### config.mk
export PLATFORM = sky130hd
export DESIGN_NAME = arty_clkgen_multi_flat
export DESIGN_NICKNAME = d
export VERILOG_FILES = /design/src/rtl/arty_clkgen_multi_if.sv /design/src/rtl/arty_clkgen_multi.sv /design/src/flat_wrapper.sv
export SDC_FILE = /design/constraint.sdc
export NUM_CORES = 1
export LEC_CHECK = 0
export CAP_MARGIN = 5
export CORE_ASPECT_RATIO = 2
export CORE_MARGIN = 2
export CORE_UTILIZATION = 55
export DETAILED_ROUTE_END_ITERATION = 8
export GPL_TIMING_DRIVEN = 0
export PLACE_DENSITY = 0.73
export SETUP_SLACK_MARGIN = 0.5
export SLEW_MARGIN = 15
export SYNTH_ARGS = -nofsm -noshare
export SYNTH_HDL_FRONTEND = slang
export SYNTH_SLANG_ARGS = --single-unit
### constraint.sdc
create_clock -name clk_in -period 4.8 [get_ports clk_in]
set_clock_uncertainty 0.15 [all_clocks]
set_input_delay 0.48 -clock clk_in [delete_from_list [all_inputs] [get_ports clk_in]]
set_output_delay 0.48 -clock clk_in [all_outputs]
set_load 0.1 [all_outputs]
### src/rtl/arty_clkgen_multi_if.sv
// Reprogramming port of the behavioural clock generator.
// The master requests a new divide ratio for one channel. The slave (the generator)
// reports readiness and flags requests that name a channel it does not have.
interface arty_clkgen_multi_if #(
  parameter int DW = 8
);
  logic          cfg_valid;
  logic          cfg_ready;
  logic [2:0]    cfg_ch;
  logic [DW-1:0] cfg_div;
  logic          cfg_err;

  modport master (
    output cfg_valid,
    output cfg_ch,
    output cfg_div,
    input  cfg_ready,
    input  cfg_err
  );

  modport slave (
    input  cfg_valid,
    input  cfg_ch,
    input  cfg_div,
    output cfg_ready,
    output cfg_err
  );
endinterface

### src/rtl/arty_clkgen_multi.sv
// Behavioural multi-output clock generator, standing in for an MMCM in simulation.
// Each channel divides clk_in by its own integer ratio. After reset or any accepted
// reprogram request, the outputs are held low for a lock delay. All channels then
// restart together, phase-aligned.
module arty_clkgen_multi #(
  parameter int                  NCH         = 3,
  parameter int                  DW          = 8,
  parameter logic [NCH*DW-1:0]   DIV_INIT    = {8'd8, 8'd4, 8'd2},
  parameter int                  LOCK_CYCLES = 16
) (
  input  logic             clk_in,
  input  logic             resetn,
  output logic [NCH-1:0]   clk_out,
  output logic             locked,
  arty_clkgen_multi_if.slave cfg
);

  localparam int LW = $clog2(LOCK_CYCLES + 1);

  typedef enum logic {
    LOCKING = 1'b0,
    LOCKED  = 1'b1
  } state_t;

  state_t                  state_r;
  logic [LW-1:0]           lock_cnt_r;
  logic [NCH-1:0][DW-1:0]  div_r;
  logic [NCH-1:0][DW-1:0]  cnt_r;
  logic [NCH-1:0]          clk_out_r;
  logic                    locked_r;
  logic                    err_r;

  logic [NCH-1:0][DW-1:0]  cnt_nxt_s;
  logic [NCH-1:0][DW:0]    half_s;
  logic [NCH-1:0]          clk_nxt_s;
  logic                    accept_s;
  logic                    ch_ok_s;

  // Ratios below 2 cannot produce a toggling clock, so they are raised to 2.
  function automatic logic [DW-1:0] clamp_div(input logic [DW-1:0] d);
    clamp_div = (d < DW'(2)) ? DW'(2) : d;
  endfunction

  assign accept_s = cfg.cfg_valid && locked_r;
  assign ch_ok_s  = ({29'd0, cfg.cfg_ch} < 32'(NCH));

  // Next counter value and next output level per channel while running.
  always_comb begin
    cnt_nxt_s = '0;
    half_s    = '0;
    clk_nxt_s = '0;
    for (int i = 0; i < NCH; i++) begin
      if (cnt_r[i] == div_r[i] - DW'(1)) begin
        cnt_nxt_s[i] = '0;
      end else begin
        cnt_nxt_s[i] = cnt_r[i] + DW'(1);
      end
      half_s[i]    = ({1'b0, div_r[i]} + (DW+1)'(1)) >> 1;
      clk_nxt_s[i] = ({1'b0, cnt_nxt_s[i]} < half_s[i]);
    end
  end

  // Lock sequencing, divider programming and registered clock outputs.
  always_ff @(posedge clk_in or negedge resetn) begin
    if (!resetn) begin
      state_r    <= LOCKING;
      lock_cnt_r <= '0;
      clk_out_r  <= '0;
      locked_r   <= 1'b0;
      err_r      <= 1'b0;
      cnt_r      <= '0;
      for (int i = 0; i < NCH; i++) begin
        div_r[i] <= clamp_div(DIV_INIT[i*DW +: DW]);
      end
    end else begin
      err_r <= 1'b0;
      case (state_r)
        LOCKING: begin
          if (lock_cnt_r == LW'(LOCK_CYCLES - 1)) begin
            state_r    <= LOCKED;
            lock_cnt_r <= '0;
            locked_r   <= 1'b1;
            cnt_r      <= '0;
            clk_out_r  <= '1;
          end else begin
            lock_cnt_r <= lock_cnt_r + LW'(1);
            clk_out_r  <= '0;
          end
        end
        LOCKED: begin
          if (accept_s && ch_ok_s) begin
            for (int i = 0; i < NCH; i++) begin
              if (cfg.cfg_ch == 3'(i)) begin
                div_r[i] <= clamp_div(cfg.cfg_div);
              end else begin
                div_r[i] <= div_r[i];
              end
            end
            state_r    <= LOCKING;
            lock_cnt_r <= '0;
            locked_r   <= 1'b0;
            clk_out_r  <= '0;
            cnt_r      <= '0;
          end else begin
            // A request naming a missing channel leaves the clocks running untouched.
            err_r     <= accept_s;
            cnt_r     <= cnt_nxt_s;
            clk_out_r <= clk_nxt_s;
          end
        end
        default: begin
          state_r    <= LOCKING;
          lock_cnt_r <= '0;
          locked_r   <= 1'b0;
          clk_out_r  <= '0;
          cnt_r      <= '0;
        end
      endcase
    end
  end

  assign clk_out       = clk_out_r;
  assign locked        = locked_r;
  assign cfg.cfg_ready = locked_r;
  assign cfg.cfg_err   = err_r;

endmodule

### src/flat_wrapper.sv
// flat-port wrapper written by rule: the top's interface ports become plain ports
module arty_clkgen_multi_flat 
#(
  parameter int                  NCH         = 3,
  parameter int                  DW          = 8,
  parameter logic [NCH*DW-1:0]   DIV_INIT    = {8'd8, 8'd4, 8'd2},
  parameter int                  LOCK_CYCLES = 16
)
  (clk_in, resetn, clk_out, locked, cfg_cfg_valid, cfg_cfg_ch, cfg_cfg_div, cfg_cfg_ready, cfg_cfg_err);
  arty_clkgen_multi_if #(.DW(DW)) cfg_i ();
  input  logic clk_in;
  input  logic resetn;
  output logic [NCH-1:0] clk_out;
  output logic locked;
  input wire logic [$bits(cfg_i.cfg_valid)-1:0] cfg_cfg_valid;
  input wire logic [$bits(cfg_i.cfg_ch)-1:0] cfg_cfg_ch;
  input wire logic [$bits(cfg_i.cfg_div)-1:0] cfg_cfg_div;
  output wire logic [$bits(cfg_i.cfg_ready)-1:0] cfg_cfg_ready;
  output wire logic [$bits(cfg_i.cfg_err)-1:0] cfg_cfg_err;
  assign cfg_i.cfg_valid = cfg_cfg_valid;
  assign cfg_i.cfg_ch = cfg_cfg_ch;
  assign cfg_i.cfg_div = cfg_cfg_div;
  assign cfg_cfg_ready = cfg_i.cfg_ready;
  assign cfg_cfg_err = cfg_i.cfg_err;
  arty_clkgen_multi #(.NCH(NCH), .DW(DW), .DIV_INIT(DIV_INIT), .LOCK_CYCLES(LOCK_CYCLES)) u_core (.clk_in(clk_in), .resetn(resetn), .clk_out(clk_out), .locked(locked), .cfg(cfg_i));
endmodule
==> PnR_summary.wiki <==
{| class="wikitable"
! Metric !! Value
|-
| Dpl hpwl || around 8600 µm
|-
| Pin count of the biggest net entering global routing || 60
|-
| Synth Area in Compound Gates || 0.181
|-
| Routed length per instance || about 18 µm
|-
| Number of antenna diodes || 0
|-
| Final Power || approximately 0.0036 W
|-
| Routed length on met2 || 6140 µm
|-
| Placement Rows || between 40 and 50
|-
| Summed negative setup slack over all endpoints || 0 ns
|-
| Async set-or-reset flop fraction in the synthesized netlist || 1.00
|-
| CTS tree || built
|-
| Worst IR drop on VDD || 0.000477 V
|-
| Post-synth EDFFs || 0
|-
| Total met3 wirelength after detailed routing || between 500 and 600 µm
|-
| Top post-synthesis cells by count || sky130_fd_sc_hd__dfrtp_1 (56), sky130_fd_sc_hd__nand2_1 (49), sky130_fd_sc_hd__nor2_1 (44), sky130_fd_sc_hd__xnor2_1 (35), sky130_fd_sc_hd__ha_1 (31)
|-
| GR Overflow Total || 0
|-
| Worst Max-Slew Pin Slew || ~1.1 ns
|-
| Simple-gate share of the synthesized area || 0.225
|-
| DRT Pass-1 Iters || 7
|-
| Net count after synthesis || around 570
|-
| Total instance count after detailed placement || ~640
|-
| Global-route wire length before repair || between 15000 and 20000 µm
|-
| Dominant cells by area after synthesis || sky130_fd_sc_hd__dfrtp_1 (31%), sky130_fd_sc_hd__ha_1 (8.6%), sky130_fd_sc_hd__xnor2_1 (6.8%), sky130_fd_sc_hd__nand2_1 (4.1%), sky130_fd_sc_hd__mux2_2 (4.0%)
|-
| Critical Path Start Type || flip-flop
|-
| Number of remaining DRC errors || 0
|-
| Endpoint class of the critical path || flip-flop
|-
| Clock transition at the registers of the reported paths || approximately 0.05 ns
|-
| Data arrival time of the worst path || roughly 4.0 ns
|-
| Highest layer used for signal routing || met4
|-
| Adder and majority gate portion of the synthesized area || 0.0857
|-
| Parity-gate share of the synthesized area counting xor and xnor cells || 0.0949
|-
| Core outline area || 0.00794 mm²
|-
| Clock sink total || 59
|-
| Total number of vias || about 4100
|-
| Mean Syn Cell Area || between 8 and 9 µm²
|-
| Gate count of the mapped netlist || 523
|-
| Leakage || around 2.2 nW
|-
| Number of buffers added on ports || 19
|-
| Slew headroom || 0.280
|-
| Via count of the first global-routing pass || ~4000
|-
| Share of the clock period used by the worst path after layout || 0.812
|-
| Layout Area Growth over Synthesis || 14.1%
|-
| Netlist area before placement || between 0.004 and 0.005 mm²
|-
| Status || completed
|-
| Top cell type by total area after synthesis || sky130_fd_sc_hd__dfrtp_1
|-
| Number of cells on the worst reg-to-reg path || 14
|-
| Final Hold Violating Endpoints || 0
|-
| Worst Hold Margin || 0.0551 ns
|-
| Final cell area excluding filler cells || 0.00516 mm²
|-
| Number of CTS-inserted buffers || 9
|-
| Starting DRT DRC Count || roughly 250
|-
| Total power density per cell area || 706 mW/mm²
|-
| Highest Clock Rate || 0.256 GHz
|-
| Mean number of vias per cell || about 6.3
|-
| Die width || 68.1 µm
|-
| Post-route antenna net violation count || 0
|-
| Synth unique cells || 56
|-
| CTS Hold Buffers Added || 0
|-
| Max cap viols || 0
|-
| Routed length on met1 || around 4200 µm
|-
| Main combinational cell family by area after synthesis || simple AND/OR/NAND/NOR gates
|-
| Number of warnings issued by yosys || 0
|-
| Clock latency on the worst-skew pair || 0.33 ns
|-
| Die Ht || ~130 µm
|-
| Number of levels the H-tree was split into || 3
|-
| Post-synth top area share || 0.310
|-
| Total number of nets in the final design || about 600
|-
| Kind of critical path || reg -> reg
|-
| Max-slew violations || 0
|-
| Buffer type at the clock tree root || sky130_fd_sc_hd__clkbuf_16
|-
| Fraction of final layout cells with drive strength greater than 1 || 0.106
|-
| Worst-case clock buffer depth || 2
|-
| Overall Global Routing Usage || 0.283
|-
| Proportion of synthesized area in mux cells || 0.0398
|-
| Initial Util || 0.570
|-
| Tightest Hold Check Type || in -> async
|-
| Post-synthesis sequential element count || around 60
|-
| Worst path required time || between 4 and 5 ns
|-
| Portion of the post-synthesis area used by sequential elements || 0.327
|-
| Antenna violations before repair || 0
|-
| I/O pins || 20
|-
| Dpl cell area || 0.00483 mm²
|-
| Total Wirelength || 11700 µm
|-
| Top flip-flop cell by instance count after synthesis || sky130_fd_sc_hd__dfrtp_1
|-
| Unrepaired setup endpoints after global routing || no
|-
| Final weighted congestion of routability-driven global placement || 0.886
|-
| Final setup vio count || 0
|-
| Die ar. || around 0.009 mm²
|-
| Most repeated cell in the gate-level netlist after synthesis || sky130_fd_sc_hd__dfrtp_1
|-
| Worst Path Max Fanout || 8
|-
| Min Clock Period, post-route || 3.90 ns
|-
| Non-filler instance count after layout || 654
|}
-- report_power, final --
part	internal (W)	switching [W]	total (W)
Sequential	0.000693	0.000222	0.000915
Clock	0.000458	0.000249	0.000706
Combinational	0.000810	0.00121	0.00202
-- through the flow --
step	util	setup slack (ns)
5_1_grt	0.650	0.628
2_1_floorplan	-	1.48
3_3_place_gp	0.609	0.825
6_report	0.650	0.901
3_5_place_dp	0.608	0.758
4_1_cts	0.649	0.734
-- registers in the layout, indices dropped and copies added (netlist names) --
name and count:
u_core.clk_out 3, u_core.lock_cnt_r 5, u_core.state_r 1, u_core.cfg.cfg_ready 1
u_core.cnt_r 24, u_core.cfg.cfg_err 1, u_core.div_r 24
-- final timing paths --
kind,slack [ns],from,end
max,0.90,u_core.div_r[16]$_DFFE_PN0P_,u_core.clk_out[2]$_DFF_PN0_
min,0.06,resetn,u_core.cnt_r[19]$_DFFE_PN0P_
max reg2reg,0.90,u_core.div_r[16]$_DFFE_PN0P_,u_core.clk_out[2]$_DFF_PN0_
min reg2reg,0.40,u_core.lock_cnt_r[3]$_DFFE_PN0P_,u_core.lock_cnt_r[3]$_DFFE_PN0P_
max in group asynchronous,3.94,resetn,u_core.div_r[3]$_DFFE_PN0P_
min in group clk_in,0.40,u_core.lock_cnt_r[3]$_DFFE_PN0P_,u_core.lock_cnt_r[3]$_DFFE_PN0P_
-- layer usage --
layer,vias to the layer above,track usage
met5,-,0
met4,0,0.201
met3,56,0.0529
met2,154,0.478
met1,1967,0.296
li1,1948,-
-- cells in the final DEF, fill, tap and decap left out, types with 8 or more instances in the layout --
cell type	instances
sky130_fd_sc_hd__or2_2	8
sky130_fd_sc_hd__a21oi_1	16
sky130_fd_sc_hd__clkbuf_1	26
sky130_fd_sc_hd__nor3_1	23
sky130_fd_sc_hd__nor2_1	43
sky130_fd_sc_hd__nand2_1	49
sky130_fd_sc_hd__clkbuf_16	9
sky130_fd_sc_hd__mux2_2	16
sky130_fd_sc_hd__ha_1	31
sky130_fd_sc_hd__nand3_1	24
sky130_fd_sc_hd__dfrtp_1	56
sky130_fd_sc_hd__o21ai_0	26
sky130_fd_sc_hd__a221o_1	11
sky130_fd_sc_hd__xnor2_1	35
sky130_fd_sc_hd__xor2_1	14
sky130_fd_sc_hd__nand2b_1	12
sky130_fd_sc_hd__inv_1	18
sky130_fd_sc_hd__and2_1	8
sky130_fd_sc_hd__clkdlybuf4s50_1	18
-- worst max-delay path: stages, from the launching register on --
cell	delay, ns
sky130_fd_sc_hd__dfrtp_1	0.35
sky130_fd_sc_hd__clkbuf_1	0.30
sky130_fd_sc_hd__inv_1	0.14
sky130_fd_sc_hd__ha_1	0.37
sky130_fd_sc_hd__xnor2_1	0.15
sky130_fd_sc_hd__nor3_1	0.20
sky130_fd_sc_hd__o2111ai_1	0.39
sky130_fd_sc_hd__nor2_2	0.39
sky130_fd_sc_hd__a21oi_1	0.09
sky130_fd_sc_hd__ha_1	0.34
sky130_fd_sc_hd__a21o_1	0.19
sky130_fd_sc_hd__a211oi_1	0.30
sky130_fd_sc_hd__and3_1	0.23
sky130_fd_sc_hd__a221o_1	0.15
sky130_fd_sc_hd__a41o_1	0.10
-- area by class of cell --
type                       instances  area, µm²
buffer                            32        139
sequential                        59       1480
clock buffer                       9        225
timing repair buffer              19        188
clock inverter                     7        100
inverter                          19       71.3
multi-input combinational        413       2840
fill                             685       2780
tap                               96        120
-- kinds of logic after synthesis --
group	Yosys count
DFF	59
AOI/OAI and AO/OA	114
and+or+nand+nor	203
adders and majority gates	31
xor gates and xnor gates	49
buffers and inverters	51
muxes	16
-- repair_timing --
item / 4_1_cts / 5_1_grt
gates resized for setup: 0 / 2
setup endpoints to repair: 0 / 1
buffers inserted: 0 / 0
No activity file was read; power rests on OpenSTA's default activity.
==> patch 1, RTL diff (same flow settings) <==
`LOCK_CYCLES` is set to 16 in 2 places; all go to 8.
--- a/src/rtl/arty_clkgen_multi.sv
+++ b/src/rtl/arty_clkgen_multi.sv
@@ -6,7 +6,7 @@
   parameter int                  NCH         = 3,
   parameter int                  DW          = 8,
   parameter logic [NCH*DW-1:0]   DIV_INIT    = {8'd8, 8'd4, 8'd2},
-  parameter int                  LOCK_CYCLES = 16
+  parameter int                  LOCK_CYCLES = 8
 ) (
   input  logic             clk_in,
   input  logic             resetn,
--- a/src/flat_wrapper.sv
+++ b/src/flat_wrapper.sv
@@ -4,7 +4,7 @@
   parameter int                  NCH         = 3,
   parameter int                  DW          = 8,
   parameter logic [NCH*DW-1:0]   DIV_INIT    = {8'd8, 8'd4, 8'd2},
-  parameter int                  LOCK_CYCLES = 16
+  parameter int                  LOCK_CYCLES = 8
 )
   (clk_in, resetn, clk_out, locked, cfg_cfg_valid, cfg_cfg_ch, cfg_cfg_div, cfg_cfg_ready, cfg_cfg_err);
   arty_clkgen_multi_if #(.DW(DW)) cfg_i ();
Behaviour: not the same (a bounded check fails within 10 cycles, from zero or initial values and one cycle with resetn low).
==> patch 1 against the original RTL <==
- cell area down 1.5%
- setup slack better by 0.0079 ns
- sequential cell count shrank 1
- clock power down 12%
- wire length grew 0.51%
- hold slack lost 0.0036 ns
- total power rose by 0.86%
- sequential power increased by 1%
- synthesized area shrank 0.86%
- non-clock buffer count is 2 lower
- cell count fell by 1.4%
==> patch 1: results (changes against the original RTL) <==
Yosys
  – Asr flop ratio synth: 1.00 (unchanged)
  – Count of cell types in the netlist: 58 (+3.6%)
  – EDFF count, synth: 0 (unchanged)
  – Synth warn: 0 (unchanged)
  – Commonest cells post-synth: nand2_1 (57), dfrtp_1 (55), xnor2_1 (33)
  – Post-synthesis instance total: 514 (-1.7%)
  – Post-synthesis sequential area ratio: 0.324 (-0.00275)
  – Syn_nets: 559 (-1.6%)
  – Synth top area cells: dfrtp_1 (31%), ha_1 (8.6%), xnor2_1 (6.4%)
  – Post-synth top area cell: dfrtp_1

Placed design
  – Placed cells: 629 (-1.4%)
  – Port bufs: 19 (unchanged)
  – Post-DP Area: 0.00479 mm^2 (-0.80%)
  – Pre-CTS setup slack: 0.619 ns (-0.139 ns)
  – Routability congestion estimate: 0.906 (+2.2%)
  – DP HPWL: 8.96 mm (+4.1%)

Worst setup path
  – Crit path DAT: 4.01 ns (about the same)
  – Slowest stage cell, crit path: dfrtp_1
  – Worst setup path endpoint: u_core.clk_out[2]$_DFF_PN0_
  – Worst-path fanout max: 8 (unchanged)
  – Reg2Reg Depth: 15 (+1)
  – Critical path class: reg2reg
  – Crit-path max cell delay: 0.34 ns (-0.05 ns)
  – Reg2reg start: u_core.div_r[16]$_DFFE_PN0P_

Pwr
  – LEAKAGE: 0.00212 uW (-1.4%)
  – Switching Share: 0.471 (+0.00954)
  – IR drop worst, VDD: 0.545 mV (+14%)

Global route
  – Vias in the first global route: 4002 (-0.15%)
  – Gr usage total: 0.279 (-0.00313)
  – Initial antenna violation count: 0 (unchanged)
  – Largest net degree at the start of global routing: 59 (-1.7%)
  – First-pass GRT wire length: 18.7 mm (-1.7%)

STA
  – Worst slew pin tran: 0.979 ns (-0.0926 ns)
  – Final setup margin: 0.909 ns (+0.00792 ns)

CTS
  – CTS buffer count: 9 (unchanged)
  – Clk root buf: clkbuf_16
  – H-tree depth: 3 (unchanged)
  – Clock buffer depth: 2 (unchanged)
  – Clock Latency Late Sink: 0.33 ns (about the same)
  – Worst-path clk slew: 0.05 ns (about the same)

Finish
  – Commonest non-fill, non-tap cell in the layout: nand2_1
  – Non-filler instance count after layout: 645 (-1.4%)
  – Biggest registers after layout: u_core.cnt_r (24), u_core.div_r (24), u_core.lock_cnt_r (4)
  – # diodes: 0 (unchanged)
  – Share of cells above drive strength 1: 0.118 (+0.0127)
  – Final #Nets: 589 (-1.5%)

Route
  – Met1 WL: 4.10 mm (-1.4%)
  – Top sig layer: met4
  – Routed len/inst: 18.2 um (+1.9%)
  – Vias: 3899 (-5.5%)
  – Detailed Route Iter0 Violations: 202 (-18%)
  – Met2 Wirelength: 6.68 mm (+8.7%)
  – DRT Pass-1 Iters: 4 (-3)
  – Routed met3 length: 283 um (-53%)

Run status
  – Status: complete, no violations

Min path
  – HP Class: in2async
[patch 1: worst max-delay path, delay by kind of cell, from the launching register on]
| family | cells | cell delay [ns] |
|---|---|---|
| DFF | 1 | 0.34 |
| adders and majority gates | 2 | 0.59 |
| buffers and inverters | 2 | 0.40 |
| and+or+nand+nor | 4 | 0.77 |
| xor gates and xnor gates | 1 | 0.17 |
| AOI/OAI and AO/OA | 6 | 1.39 |
[patch 1: stage by stage]
step	total power (uW)	hold slack, ns
after floorplan	2500	0.0344
after global placement	2940	0.345
after detailed placement	3030	0.366
after CTS	3670	0.0957
after global routing	3940	0.121
final	3680	0.0515
[patch 1: layout make-up]
type	count	area, um^2
multi-input cells	409	2830
fillers	711	2860
well taps	96	120
repair buffers	19	188
clock inverters	6	57.6
plain buffers	30	146
flip-flops and latches	58	1460
inverters	17	63.8
clock buffers	10	229
[patch 1: power groups by stage]
stage	Combinational (uW)	Clock (uW)	Sequential, uW
floorplan	1520	0	977
global route	2340	649	949
global placement	2030	0	915
CTS	2130	627	921
detailed placement	2110	0	924
finish	2130	620	925
[patch 1: logic make-up (layout without fill, tap and decap cells)]
group,count (synthesis),after routing,share of synthesized area
buffers and inverters,47,82,0.0469
DFF,58,58,0.324
xor gates and xnor gates,48,48,0.0937
muxes,16,16,0.0402
and+or+nand+nor,195,195,0.216
adders and majority gates,31,31,0.0865
AOI/OAI and AO/OA,119,119,0.192
[patch 1: layer usage]
layer	GRT usage	vias to the layer above
met5	0	-
met4	0.172	0
met3	0.0437	40
met2	0.516	91
met1	0.269	1869
li1	-	1899
[patch 1: what timing repair did]
| item | 4_1_cts | 5_1_grt |
|---|---|---|
| gates resized for setup | 0 | 2 |
| hold endpoints to repair | 0 | 0 |
| hold buffers | 0 | 0 |
| setup endpoints to repair | 0 | 1 |
| setup buffers | 0 | 0 |
==> patch 2, RTL diff (config.mk and constraints unchanged) <==
Made on the original files. Make the reset (`resetn`) synchronous in one clocked block.
--- a/src/rtl/arty_clkgen_multi.sv
+++ b/src/rtl/arty_clkgen_multi.sv
@@ -61,7 +61,7 @@
   end
 
   // Lock sequencing, divider programming and registered clock outputs.
-  always_ff @(posedge clk_in or negedge resetn) begin
+  always_ff @(posedge clk_in) begin
     if (!resetn) begin
       state_r    <= LOCKING;
       lock_cnt_r <= '0;
Function: same outputs for any inputs over 10 cycles, from zero or initial values and one cycle with resetn low; that may be too few to reach the edited logic, so the function may still have changed.
==> patch 2 against the original RTL <==
- synthesized area shrank 4.0%
- hold slack gained 0.28 ns
- cell area shrank 3.0%
- critical path type unchanged
- setup slack lost 0.16 ns
- sequential cell count is the same
- utilization grew 0.90 points
- count of clock-buffer cells in the layout grew 1
- wire length grew 0.63%
- cell count grew 2.0%
- highest routed layer unchanged
Power is not compared: it rests on default switching activity, and its combinational part moved more than twofold at a synthesized area within 25%.
==> patch 2: results (changes against the original RTL) <==
Global route
  – Gr usage total: 0.292 (+0.00897)
  – First-pass GRT wire length: 18.8 mm (-1.4%)
  – Largest net degree at the start of global routing: 12 (-80%)
  – Vias in the first global route: 3941 (-1.7%)

Worst setup path
  – Reg2reg setup slack: 0.74 ns (-0.16 ns)
  – Reg2Reg Capture Point: u_core.clk_out[0]$_SDFF_PN0_
  – Crit path DAT: 4.19 ns (+0.17 ns)
  – Worst-path fanout max: 10 (+2)
  – Reg2reg start: u_core.div_r[0]$_SDFFE_PN0P_
  – Reg2Reg Depth: 16 (+2)

Yosys
  – Synth Area in Compound Gates: 0.207 (+0.0252)
  – Count leader, synth: dfxtp_1
  – Synth top area cells: dfxtp_1 (27%), ha_1 (8.9%), xnor2_1 (5.2%)
  – Commonest cells post-synth: dfxtp_1 (59), nor2_1 (53), nand2_1 (44)
  – Xor/xnor share of the synthesized area: 0.0988 (+0.00396)
  – Mux cell area share after synthesis: 0.0470 (+0.00714)
  – Syn_nets: 582 (+2.5%)
  – Count of cell types in the netlist: 59 (+5.4%)
  – Adder-cell share of the synthesized area: 0.0893 (+0.00358)

Finish
  – Share of cells above drive strength 1: 0.0873 (-0.0185)

Route
  – DRT Pass-1 Iters: 4 (-3)
  – Via density: 6.08 (-3.7%)
  – Detailed Route Iter0 Violations: 261 (+6.1%)
  – Final wirelength: 11.8 mm (+0.63%)

Run status
  – Status: complete, no violations

Placed design
  – Pre-CTS setup slack: 0.773 ns (+0.0153 ns)
  – DP HPWL: 8.84 mm (+2.7%)
  – Routability congestion estimate: 0.927 (+4.6%)

STA
  – Worst slew pin tran: 1.03 ns (-0.0452 ns)
[patch 2: how the worst max path moves through the flow]
stage	start	end	slack (ns)	cells past startpoint
3_5_place_dp	u_core.div_r[0]$_SDFFE_PN0P_	u_core.clk_out[0]$_SDFF_PN0_	0.77	16
5_1_grt	u_core.div_r[0]$_SDFFE_PN0P_	u_core.clk_out[0]$_SDFF_PN0_	0.51	16
3_3_place_gp	u_core.div_r[0]$_SDFFE_PN0P_	u_core.clk_out[0]$_SDFF_PN0_	0.87	16
4_1_cts	u_core.div_r[0]$_SDFFE_PN0P_	u_core.clk_out[0]$_SDFF_PN0_	0.73	16
2_1_floorplan	u_core.div_r[0]$_SDFFE_PN0P_	u_core.clk_out[0]$_SDFF_PN0_	1.39	16
6_report	u_core.div_r[0]$_SDFFE_PN0P_	u_core.clk_out[0]$_SDFF_PN0_	0.74	16
[patch 2: layer usage]
metal	track usage	wire length (um)	vias to the layer above
met3	0.0521	339	46
met1	0.284	4250	1928
li1	-	-	1997
met2	0.544	6540	82
met5	0	0	-
met4	0.180	624	0
[patch 2: what timing repair did]
action / CTS / global route
resized for setup: 0 / 0
hold buffers: 0 / 0
buffers inserted: 0 / 1
endpoints found under the setup margin: 0 / 1
[patch 2: worst reg2reg max path: cells and delay by family (launching register included)]
family | cells | cell delay [ns]
compound gates | 8 | 1.72
buf+inv | 4 | 0.92
fa+ha+maj | 2 | 0.56
flops | 1 | 0.33
simple gates | 2 | 0.33
[patch 2: cell type report]
| class | count | area (um^2) | share of cell area |
|---|---|---|---|
| Multi-Input combinational cell | 428 | 2960 | 0.590 |
| Sequential cell | 59 | 1180 | 0.236 |
| Clock buffer | 10 | 239 | 0.0477 |
| Timing Repair Buffer | 20 | 198 | 0.0395 |
| Buffer | 36 | 154 | 0.0307 |
| Tap cell | 94 | 118 | 0.0235 |
| Clock inverter | 6 | 113 | 0.0225 |
| Inverter | 14 | 52.6 | 0.0105 |
[patch 2: cell families (layout without fill, tap and decap cells)]
kind of cell | Yosys count | count (layout)
compound gates | 126 | 126
xor+xnor | 49 | 49
fa+ha+maj | 31 | 31
flops | 59 | 59
buf+inv | 50 | 86
simple gates | 202 | 202
mux | 20 | 20
[patch 2: power by group]
part / internal, uW / switching [uW] / leakage [uW]
registers: 492 / 1.75 / 0.000476
clock network: 522 / 251 / 0.000173
logic: 14.8 / 22.8 / 0.00127
total: 1030 / 276 / 0.00192
[patch 2: stage by stage]
stage,utilization,area [um^2],cells
floorplan,-,4340,537
global placement,0.612,4650,650
detailed placement,0.612,4650,650
CTS,0.658,5000,666
global route,0.659,5010,667
finish,0.659,5010,667
